**src/rtl/vga_pkg.sv**
```systemverilog
// Shared VGA timing types, standard mode constants, test-pattern select encoding
// and the colour-bar index helper used by vga_timing_gen and vga_pattern_gen.
package vga_pkg;

    typedef struct packed {
        logic [15:0] active;
        logic [15:0] fp;
        logic [15:0] sync;
        logic [15:0] bp;
    } vga_axis_t;

    typedef struct packed {
        vga_axis_t h;
        vga_axis_t v;
    } vga_mode_t;

    localparam vga_mode_t VGA_640X480_60 = '{
        h: '{active: 16'd640,  fp: 16'd16, sync: 16'd96,  bp: 16'd48},
        v: '{active: 16'd480,  fp: 16'd10, sync: 16'd2,   bp: 16'd33}
    };
    localparam vga_mode_t VGA_800X600_60 = '{
        h: '{active: 16'd800,  fp: 16'd40, sync: 16'd128, bp: 16'd88},
        v: '{active: 16'd600,  fp: 16'd1,  sync: 16'd4,   bp: 16'd23}
    };
    localparam vga_mode_t VGA_1024X768_60 = '{
        h: '{active: 16'd1024, fp: 16'd24, sync: 16'd136, bp: 16'd160},
        v: '{active: 16'd768,  fp: 16'd3,  sync: 16'd6,   bp: 16'd29}
    };

    typedef enum logic [1:0] {
        PAT_EXT     = 2'd0,
        PAT_BARS    = 2'd1,
        PAT_CHECKER = 2'd2,
        PAT_RAMP    = 2'd3
    } vga_pat_e;

    // Eight equal-width vertical bars across the visible line.
    function automatic logic [2:0] bar_index(input int unsigned x, input int unsigned h_active);
        return 3'((x * 32'd8) / h_active);
    endfunction

endpackage

```
**src/rtl/vga_pattern_gen.sv**
```systemverilog
// Built-in test pattern source, present only when VGA_TEST_PATTERN_EN is defined.
// One register stage, so it stands in exactly for an external one-step-latency renderer.
`ifdef VGA_TEST_PATTERN_EN
module vga_pattern_gen
    import vga_pkg::*;
#(
    parameter int unsigned HW       = 10,
    parameter int unsigned VW       = 10,
    parameter int unsigned H_ACTIVE = 800,
    parameter int unsigned COLOR_W  = 4
) (
    input  logic               clk,
    input  logic               reset,
    input  logic               ce,
    input  logic [HW-1:0]      x,
    input  logic [VW-1:0]      y,
    input  vga_pat_e           sel,
    output logic               pat_on,
    output logic [COLOR_W-1:0] r,
    output logic [COLOR_W-1:0] g,
    output logic [COLOR_W-1:0] b
);

    logic [2:0]         bar;
    logic               checker_bit;
    logic [COLOR_W-1:0] ramp;
    logic [COLOR_W-1:0] nr, ng, nb;

    // Shifting in 32 bits keeps x[4]/y[4] well defined even for counters narrower than 5 bits.
    assign bar         = bar_index(32'(x), H_ACTIVE);
    assign checker_bit = 1'(32'(x) >> 4) ^ 1'(32'(y) >> 4);
    assign ramp        = COLOR_W'((32'(x) << COLOR_W) >> HW);

    always_comb begin
        nr = '0;
        ng = '0;
        nb = '0;
        unique case (sel)
            PAT_BARS: begin
                nr = {COLOR_W{bar[2]}};
                ng = {COLOR_W{bar[1]}};
                nb = {COLOR_W{bar[0]}};
            end
            PAT_CHECKER: begin
                nr = {COLOR_W{checker_bit}};
                ng = {COLOR_W{checker_bit}};
                nb = {COLOR_W{checker_bit}};
            end
            PAT_RAMP: begin
                nr = ramp;
                ng = ramp;
                nb = ramp;
            end
            default: begin
                nr = '0;
                ng = '0;
                nb = '0;
            end
        endcase
    end

    always_ff @(posedge clk) begin
        if (reset) begin
            pat_on <= 1'b0;
            r      <= '0;
            g      <= '0;
            b      <= '0;
        end else if (ce) begin
            pat_on <= (sel != PAT_EXT);
            r      <= nr;
            g      <= ng;
            b      <= nb;
        end
    end

endmodule
`endif

```
**src/rtl/vga_timing_gen.sv**
```systemverilog
// Parametrised VGA timing generator with a 2-step pixel pipeline aligning sync/de/rgb.
// Defining VGA_TEST_PATTERN_EN adds i_pat_sel and the vga_pattern_gen source.
module vga_timing_gen
    import vga_pkg::*;
#(
    parameter int unsigned H_ACTIVE = 800,
    parameter int unsigned H_FP     = 40,
    parameter int unsigned H_SYNC   = 128,
    parameter int unsigned H_BP     = 88,
    parameter int unsigned V_ACTIVE = 600,
    parameter int unsigned V_FP     = 1,
    parameter int unsigned V_SYNC   = 4,
    parameter int unsigned V_BP     = 23,
    parameter bit          H_POL    = 1'b1,
    parameter bit          V_POL    = 1'b1,
    parameter int unsigned COLOR_W  = 4,
    localparam int unsigned H_TOT   = H_ACTIVE + H_FP + H_SYNC + H_BP,
    localparam int unsigned V_TOT   = V_ACTIVE + V_FP + V_SYNC + V_BP,
    localparam int unsigned HW      = $clog2(H_TOT),
    localparam int unsigned VW      = $clog2(V_TOT)
) (
    input  logic               clk,
    input  logic               reset,
    input  logic               i_pix_ce,
    input  logic [COLOR_W-1:0] i_r,
    input  logic [COLOR_W-1:0] i_g,
    input  logic [COLOR_W-1:0] i_b,
`ifdef VGA_TEST_PATTERN_EN
    input  logic [1:0]         i_pat_sel,
`endif
    output logic [HW-1:0]      o_x,
    output logic [VW-1:0]      o_y,
    output logic               o_req,
    output logic               o_frame_start,
    output logic               o_h_sync,
    output logic               o_v_sync,
    output logic               o_de,
    output logic [COLOR_W-1:0] o_r,
    output logic [COLOR_W-1:0] o_g,
    output logic [COLOR_W-1:0] o_b
);

    localparam int unsigned H_SYNC_BEG = H_ACTIVE + H_FP;
    localparam int unsigned H_SYNC_END = H_SYNC_BEG + H_SYNC;
    localparam int unsigned V_SYNC_BEG = V_ACTIVE + V_FP;
    localparam int unsigned V_SYNC_END = V_SYNC_BEG + V_SYNC;
    localparam logic [HW-1:0] H_LAST   = HW'(H_TOT - 1);
    localparam logic [VW-1:0] V_LAST   = VW'(V_TOT - 1);

    // Stage 0: position counters.
    logic [HW-1:0] h_cnt;
    logic [VW-1:0] v_cnt;
    logic          h_wrap;
    logic          v_wrap;

    assign h_wrap = (h_cnt == H_LAST);
    assign v_wrap = (v_cnt == V_LAST);

    // i_pix_ce is a strobe, not a handshake: every register advances one pixel when it is
    // high and holds when it is low; the renderer has no way to stall the raster.
    always_ff @(posedge clk) begin
        if (reset) begin
            h_cnt <= '0;
            v_cnt <= '0;
        end else if (i_pix_ce) begin
            if (h_wrap) begin
                h_cnt <= '0;
                v_cnt <= v_wrap ? '0 : v_cnt + VW'(1);
            end else begin
                h_cnt <= h_cnt + HW'(1);
            end
        end
    end

    logic act_s0;
    logic hs_s0;
    logic vs_s0;

    assign act_s0 = (32'(h_cnt) < H_ACTIVE) && (32'(v_cnt) < V_ACTIVE);
    assign hs_s0  = (32'(h_cnt) >= H_SYNC_BEG) && (32'(h_cnt) < H_SYNC_END);
    assign vs_s0  = (32'(v_cnt) >= V_SYNC_BEG) && (32'(v_cnt) < V_SYNC_END);

    // Pixel source presented during stage 1 (one step after the request).
    logic [COLOR_W-1:0] src_r;
    logic [COLOR_W-1:0] src_g;
    logic [COLOR_W-1:0] src_b;

`ifdef VGA_TEST_PATTERN_EN
    logic               pat_on;
    logic [COLOR_W-1:0] pat_r;
    logic [COLOR_W-1:0] pat_g;
    logic [COLOR_W-1:0] pat_b;

    vga_pattern_gen #(
        .HW       (HW),
        .VW       (VW),
        .H_ACTIVE (H_ACTIVE),
        .COLOR_W  (COLOR_W)
    ) u_pattern_gen (
        .clk    (clk),
        .reset  (reset),
        .ce     (i_pix_ce),
        .x      (h_cnt),
        .y      (v_cnt),
        .sel    (vga_pat_e'(i_pat_sel)),
        .pat_on (pat_on),
        .r      (pat_r),
        .g      (pat_g),
        .b      (pat_b)
    );

    assign src_r = pat_on ? pat_r : i_r;
    assign src_g = pat_on ? pat_g : i_g;
    assign src_b = pat_on ? pat_b : i_b;
`else
    assign src_r = i_r;
    assign src_g = i_g;
    assign src_b = i_b;
`endif

    // Stage 1 / stage 2 control shift and output pixel register.
    logic               de_q1, hs_q1, vs_q1;
    logic               de_q2, hs_q2, vs_q2;
    logic [COLOR_W-1:0] r_q2, g_q2, b_q2;

    always_ff @(posedge clk) begin
        if (reset) begin
            de_q1 <= 1'b0;
            hs_q1 <= 1'b0;
            vs_q1 <= 1'b0;
            de_q2 <= 1'b0;
            hs_q2 <= 1'b0;
            vs_q2 <= 1'b0;
            r_q2  <= '0;
            g_q2  <= '0;
            b_q2  <= '0;
        end else if (i_pix_ce) begin
            de_q1 <= act_s0;
            hs_q1 <= hs_s0;
            vs_q1 <= vs_s0;
            de_q2 <= de_q1;
            hs_q2 <= hs_q1;
            vs_q2 <= vs_q1;
            r_q2  <= de_q1 ? src_r : '0;
            g_q2  <= de_q1 ? src_g : '0;
            b_q2  <= de_q1 ? src_b : '0;
        end
    end

    // Outputs are also gated by reset itself so the cycle in which reset is first seen
    // already shows idle syncs and blanked video, before the flush edge lands.
    assign o_x           = h_cnt;
    assign o_y           = v_cnt;
    assign o_req         = act_s0 && !reset;
    assign o_frame_start = i_pix_ce && !reset && (h_cnt == '0) && (v_cnt == '0);
    assign o_de          = de_q2 && !reset;
    assign o_h_sync      = (hs_q2 && !reset) ? H_POL : !H_POL;
    assign o_v_sync      = (vs_q2 && !reset) ? V_POL : !V_POL;
    assign o_r           = reset ? '0 : r_q2;
    assign o_g           = reset ? '0 : g_q2;
    assign o_b           = reset ? '0 : b_q2;

endmodule

```
**config.mk**
```make
export PLATFORM = sky130hd
export DESIGN_NAME = vga_timing_gen
export DESIGN_NICKNAME = d
export VERILOG_FILES = /design/src/rtl/vga_pkg.sv /design/src/rtl/vga_pattern_gen.sv /design/src/rtl/vga_timing_gen.sv
export SDC_FILE = /design/constraint.sdc
export NUM_CORES = 1
export LEC_CHECK = 0
export CAP_MARGIN = 20
export CORE_MARGIN = 2
export CORE_UTILIZATION = 44
export CTS_BUF_LIST = sky130_fd_sc_hd__clkbuf_8
export CTS_CLUSTER_DIAMETER = 100
export DETAILED_ROUTE_END_ITERATION = 8
export GPL_TIMING_DRIVEN = 0
export PLACE_DENSITY = 0.77
export SKIP_LAST_GASP = 1
export SLEW_MARGIN = 40
export SYNTH_ARGS = -nofsm -noshare
export SYNTH_HDL_FRONTEND = slang
export SYNTH_SLANG_ARGS = --single-unit
```
**constraint.sdc**
```tcl
create_clock -name clk -period 2.1 [get_ports clk]
set_input_delay 0.315 -clock clk [delete_from_list [all_inputs] [get_ports clk]]
set_output_delay 0.315 -clock clk [all_outputs]
set_load 0.03 [all_outputs]
```
### Word-level counts from Yosys, hierarchy flattened

Index checks and enable logic that the tools add are counted.

| operators by class | value |
|---|---|
| add/subtract/negate cells | 2 |
| multipliers | 0 |
| div/mod/pow operators | 0 |
| magnitude comparators | 6 |
| equal/unequal tests | 2 |
| shift operators | 0 |
| mux-type cells | 10 |
| bitwise operators | 0 |
| reduce and logical (&&, ||, !) cells | 14 |

Operators with widths:

| operator | count |
|---|---|
| 4-bit two-way mux | 6 |
| 11-bit by 10-bit < comparator with 1-bit output, second input constant | 2 |
| 10-bit < comparator, second input constant | 2 |
| 11-bit by 1-bit adder with 11-bit output, second input constant | 1 |
| 11-bit equality test, second input constant | 1 |
| 11-bit by 10-bit >= comparator with 1-bit output, second input constant | 1 |
| 11-bit zero test | 1 |
| 11-bit two-way mux | 1 |
| 10-bit by 1-bit adder with 10-bit output, second input constant | 1 |
| 10-bit equality test, second input constant | 1 |
| 10-bit >= comparator, second input constant | 1 |
| 1-bit logical AND | 10 |
| 10-bit zero test | 1 |
| 10-bit two-way mux | 1 |
| 1-bit two-way mux | 2 |
| 2-bit AND reduction | 1 |
| 1-bit zero test | 1 |

| storage, ports and cells | value |
|---|---|
| register bits | 39 |
| bits in latches | 0 |
| bits in writable memories | 0 |
| ROM bits | 0 |
| bits of input ports | 15 |
| output and inout port bits | 38 |
| logic and storage cells | 45 |
| memories kept | 0 |

### Longest topological paths before layout

| depth | value |
|---|---|
| depth in word-level cells | 4 |
| depth in mapped cells | 6 |
| mapped depth without buffers | 6 |

### Least setup slack after synthesis

No wires, ideal clock.

| timing path | value |
|---|---|
| kind | in2out |
| start | input i_pix_ce |
| end | output o_frame_start |
| data arrival time | 2.247 ns |
| data required time | 1.785 ns |
| setup slack | -0.462 ns |
| cell stages on the path | 5 |
| path buffers | 1 |
| cell sequence | clkbuf_1 -> inv_2 -> nor4_1 -> nand4_1 -> nor4b_1 |

| on the way | value |
|---|---|
| word-level cells in the longest chain between the ends | 3 |

RTL lines:

| what | line | text |
|---|---|---|
| start, declared | vga_timing_gen.sv:24 | `input logic i_pix_ce,` |
| 1-bit logical AND (3 in series) | vga_timing_gen.sv:155 | `assign o_frame_start = i_pix_ce && !reset && (h_cnt == '0) && (v_cnt == '0);` |
| end, declared | vga_timing_gen.sv:34 | `output logic o_frame_start,` |

Every way passes these cells.

### Final worst setup path

| timing path | value |
|---|---|
| start | register h_cnt[5], in the netlist o_x[5] |
| end | register v_cnt[9], in the netlist o_y[9] |

| on the way | value |
|---|---|
| word-level cells in the longest chain between the ends | 2 |

RTL lines:

| what | line | text |
|---|---|---|
| start, declared | vga_timing_gen.sv:51 | `logic [HW-1:0] h_cnt;` |
| start signal, assigned | vga_timing_gen.sv:70 | `h_cnt <= h_cnt + HW'(1);` |
| 11-bit equality test | vga_timing_gen.sv:56 | `assign h_wrap = (h_cnt == H_LAST);` |
| 2-bit AND reduction (no source line) | -- |  |
| end signal, assigned | vga_timing_gen.sv:68 | `v_cnt <= v_wrap ? '0 : v_cnt + VW'(1);` |
| end, declared | vga_timing_gen.sv:52 | `logic [VW-1:0] v_cnt;` |

Every way passes these cells.
A chain may end at the register's enable or synchronous reset.

==> results.py <==
metrics = {
    "routing": {
        "routed_wl_um": 4490,
        "final_antenna_net_count": 0,
        "num_vias": 1791,
        "dr.pass1.iters": 4,
        "dr.first_iter.drc_count": 117,
        "vias_per_cell": 5.35,
        "drcViolationCount": 0,
        "routedWlPerCell_um": 13.4,
    },
    "clock_network": {
        "cts_inserted_buffers": 5,
        "holdBufCountCts": 0,
        "clock_sinks": 39,
        "insertion_delay_ns": 0.29,
        "cts_tree": "yes",
        "clockBufferDepth": 2,
        "cts_root_buf": "clkbuf_8",
        "htree_levels": 2,
        "clk_pin_slew_worst_paths_ns": 0.08,
    },
    "cells_and_area": {
        "postLayoutCoreUtil_pct": 66.8,
        "stdcell_count": 335,
        "nets": 304,
        "multi_input_area_sq_um": 1090,
        "diodes": 0,
        "area_growth_pct": 43.2,
        "drive_above_1_share_pct": 16.1,
        "fillers": 352,
        "seq_area_sq_um": 793,
    },
    "power": {
        "p_per_area_nw_per_um2": 607,
        "swShare_pct": 21.4,
        "p_switching_mw": 0.352,
        "intPower_mw": 1.29,
        "clock_power_share_pct": 44.5,
        "p_leak_nw": 1.03,
        "pwr-share-comb_pct": 9.2,
        "peakVddDrop_v": 0.000322,
        "seqPwrFrac_pct": 46.3,
    },
    "placement": {
        "place.gp.congestion": 0.880,
        "dp.cells": 326,
        "numPortBuffers": 52,
        "place_hpwl_um": 3230,
    },
    "sta": {
        "timing.fmax_mhz": 485,
        "rsz0062_at_grt": "yes",
        "maxSlewViolCount": 0,
        "finalHoldViolations": 0,
        "finalSetupTns_ns": 0,
        "period_needed_ns": 2.06,
        "setup_violations": 0,
        "relSlewSlack_pct": 67.6,
        "hold_slack_ns": 0.467,
        "worstMarginPinSlew_ns": 0.486,
        "fin_skew_ns": 0.00606,
        "fin_crit_sh_pct": 98.2,
    },
    "synthesis": {
        "synth_nets": 244,
        "synthXorXnorAreaFrac_pct": 5.55,
        "async_reset_ff_share_pct": 0,
        "netlist.area_leader.share_pct": 41.2,
        "seq_area_frac_synth_pct": 41.2,
        "yosysTopAreaCell": "dfxtp_1",
        "yosysWarningCount": 0,
        "synthFlopType": "dfxtp_1",
        "synth_edf_count": 0,
        "synth-compound-area-share_pct": 13.3,
        "synth_cell_types": 41,
        "synthAdderAreaFrac_pct": 3.30,
        "ys_ff_latch": 39,
        "synth_top_family_by_area": "simple AND/OR/NAND/NOR gates",
        "netlist_area_sq_um": 1890,
        "syn_inst": 224,
        "synth-simple-area-share_pct": 28.9,
        "synthMuxAreaShare_pct": 2.12,
        "synth_area_per_cell_sq_um": 8.45,
        "synthTopCellsByArea": "dfxtp_1 (41%), nor2_1 (6.5%), nor2b_1 (5.3%)",
    },
    "global_routing": {
        "grt_pass1_wl_um": 7710,
        "grt_max_degree": 13,
        "overflow": 0,
        "grt_pass1_vias": 1686,
        "antenna_found_initial": 0,
        "gr-usage-all-layers_pct": 19.3,
    },
    "floorplan": {
        "design.die.area_sq_um": 4840,
        "start_util_pct": 46.7,
        "die_w_um": 69.6,
        "core_area_sq_um": 4060,
        "die_h_um": 69.6,
        "rows": 23,
        "pin_count": 53,
    },
    "critical_path": {
        "cp_max_fo": 8,
        "start_kind": "register",
        "crit_path_start": "o_x[5]",
        "crit_chain": "buf_6 -> or4b_4 -> or4_4 -> or4_4 -> a21oi_2",
        "reg2reg_to": "o_y[9]",
        "slowest_delay_ns": 0.48,
        "critical_path_arrival_ns": 2.29,
        "end_kind": "register",
        "r2r_cells": 5,
        "crit_slowest_cell": "or4b_4",
        "r2r_start": "o_x[5]",
        "required_ns": 2.33,
        "critPathKind": "register to register",
        "regToRegSetupSlack_ns": 0.04,
        "crit_path_end": "o_y[9]",
        "path_common_cell": "or4_4",
    },
    "run": {
        "drv_cap": 0,
    },
    "status": {
        "status": "complete, no violations",
    },
    "min_path": {
        "hold_start": "vs_q1",
        "hp-class": "register to register",
    },
}
layout make-up:
type                    instances  area share (%)
multi-input cells             161            40.4
flip-flops and latches         39            29.3
repair buffers                 55            19.1
clock buffers                   5            2.54
plain buffers                  11            2.54
clock inverters                 3            2.35
well taps                      50            2.31
inverters                      11            1.52
routing by layer:
| metal | routed length, um | global-route usage, % |
|---|---|---|
| met5 | 0 | 0 |
| met4 | 37 | 4.79 |
| met3 | 235 | 5.09 |
| met2 | 2120 | 30.7 |
| met1 | 2090 | 26.0 |
metrics by stage:
stage                     cell area, sq um  setup slack [ns]  power [mW]
after global placement                2500             -1.17       0.927
after global routing                  2710           -0.0319        1.71
after detailed placement              2500             -1.17       0.928
final                                 2710            0.0384        1.65
after CTS                             2650            -0.132        1.66
after floorplan                       1920           -0.0699       0.861
worst max-delay path: cells and delay by family, from the launching register on:
kind	cells	cell delay, ns
and+or+nand+nor	3	1.40
DFF	1	0.34
AOI/OAI and AO/OA	1	0.14
buffers and inverters	1	0.12
how the worst min path moves through the flow:
stage,endpoint,depth (start not counted),slack [ns]
2_1_floorplan,hs_q1,2,0.44
3_3_place_gp,hs_q1,2,0.45
3_5_place_dp,vs_q1,2,0.46
4_1_cts,vs_q1,2,0.47
5_1_grt,hs_q1,2,0.50
6_report,vs_q1,2,0.47
synthesized netlist by cell type, types with 2 or more instances:
master and count:
dfxtp_1 39, nor2_1 33, nor2b_1 16, nand2_1 13, a22oi_1 12, a21oi_1 11, inv_1 10, clkbuf_1 7
or4_1 7, xnor2_1 7, ha_1 5, nor4_1 5, or3_1 5, xor2_1 5, mux2i_1 4, nand3_1 4
nand4_1 4, o21ai_1 4, o31ai_1 4, nor3_1 3, nor4b_1 3, and3_1 2, buf_1 2, buf_4 2
timing repair:
| action | 4_1_cts | 5_1_grt |
|---|---|---|
| gates cloned | 0 | 0 |
| pin swaps | 2 | 4 |
| setup buffers | 2 | 1 |
| resized for setup | 37 | 17 |
| setup endpoints to repair | 44 | 5 |
power by group through the flow:
stage | Combinational, mW | Clock (mW) | Sequential (mW)
floorplan | 0.0755 | 0 | 0.785
global placement | 0.149 | 0 | 0.779
detailed placement | 0.149 | 0 | 0.779
CTS | 0.149 | 0.746 | 0.762
global route | 0.165 | 0.781 | 0.764
finish | 0.152 | 0.732 | 0.762
cells in the final DEF (no fill, tap or decap), drive strengths merged, types with 2 or more instances in the layout:
cell type       n
nor3            3
nand3           5
xnor2           7
inv            12
clkdlybuf4s50  34
o31ai           4
xor2            5
mux2i           4
buf            10
ha              5
or4             7
nor2           33
nor4            5
and3            2
a22oi          12
nor4b           3
clkbuf         11
bufinv          2
a21oi          11
nor2b          16
o21ai           5
nand4           4
or3             5
nand2          13
dfxtp          39
dlygate4sd2    15
state kept, by name (all words and copies together) (netlist names):
name,flops
o_x,11
o_y,10
b_q2,4
g_q2,4
r_q2,4
de_q1,1
de_q2,1
hs_q1,1
hs_q2,1
vs_q1,1
vs_q2,1
cells by family (layout without fill, tap and decap cells):
family / count (synthesis) / after routing
AND/OR/NAND/NOR: 102 / 102
flip-flops: 39 / 39
multiplexers: 4 / 4
buffers and inverters: 24 / 85
XOR/XNOR: 12 / 12
AO/OA/AOI/OAI: 38 / 38
adder cells (fa/ha/maj): 5 / 5
Power figures use the tool's default switching activity.
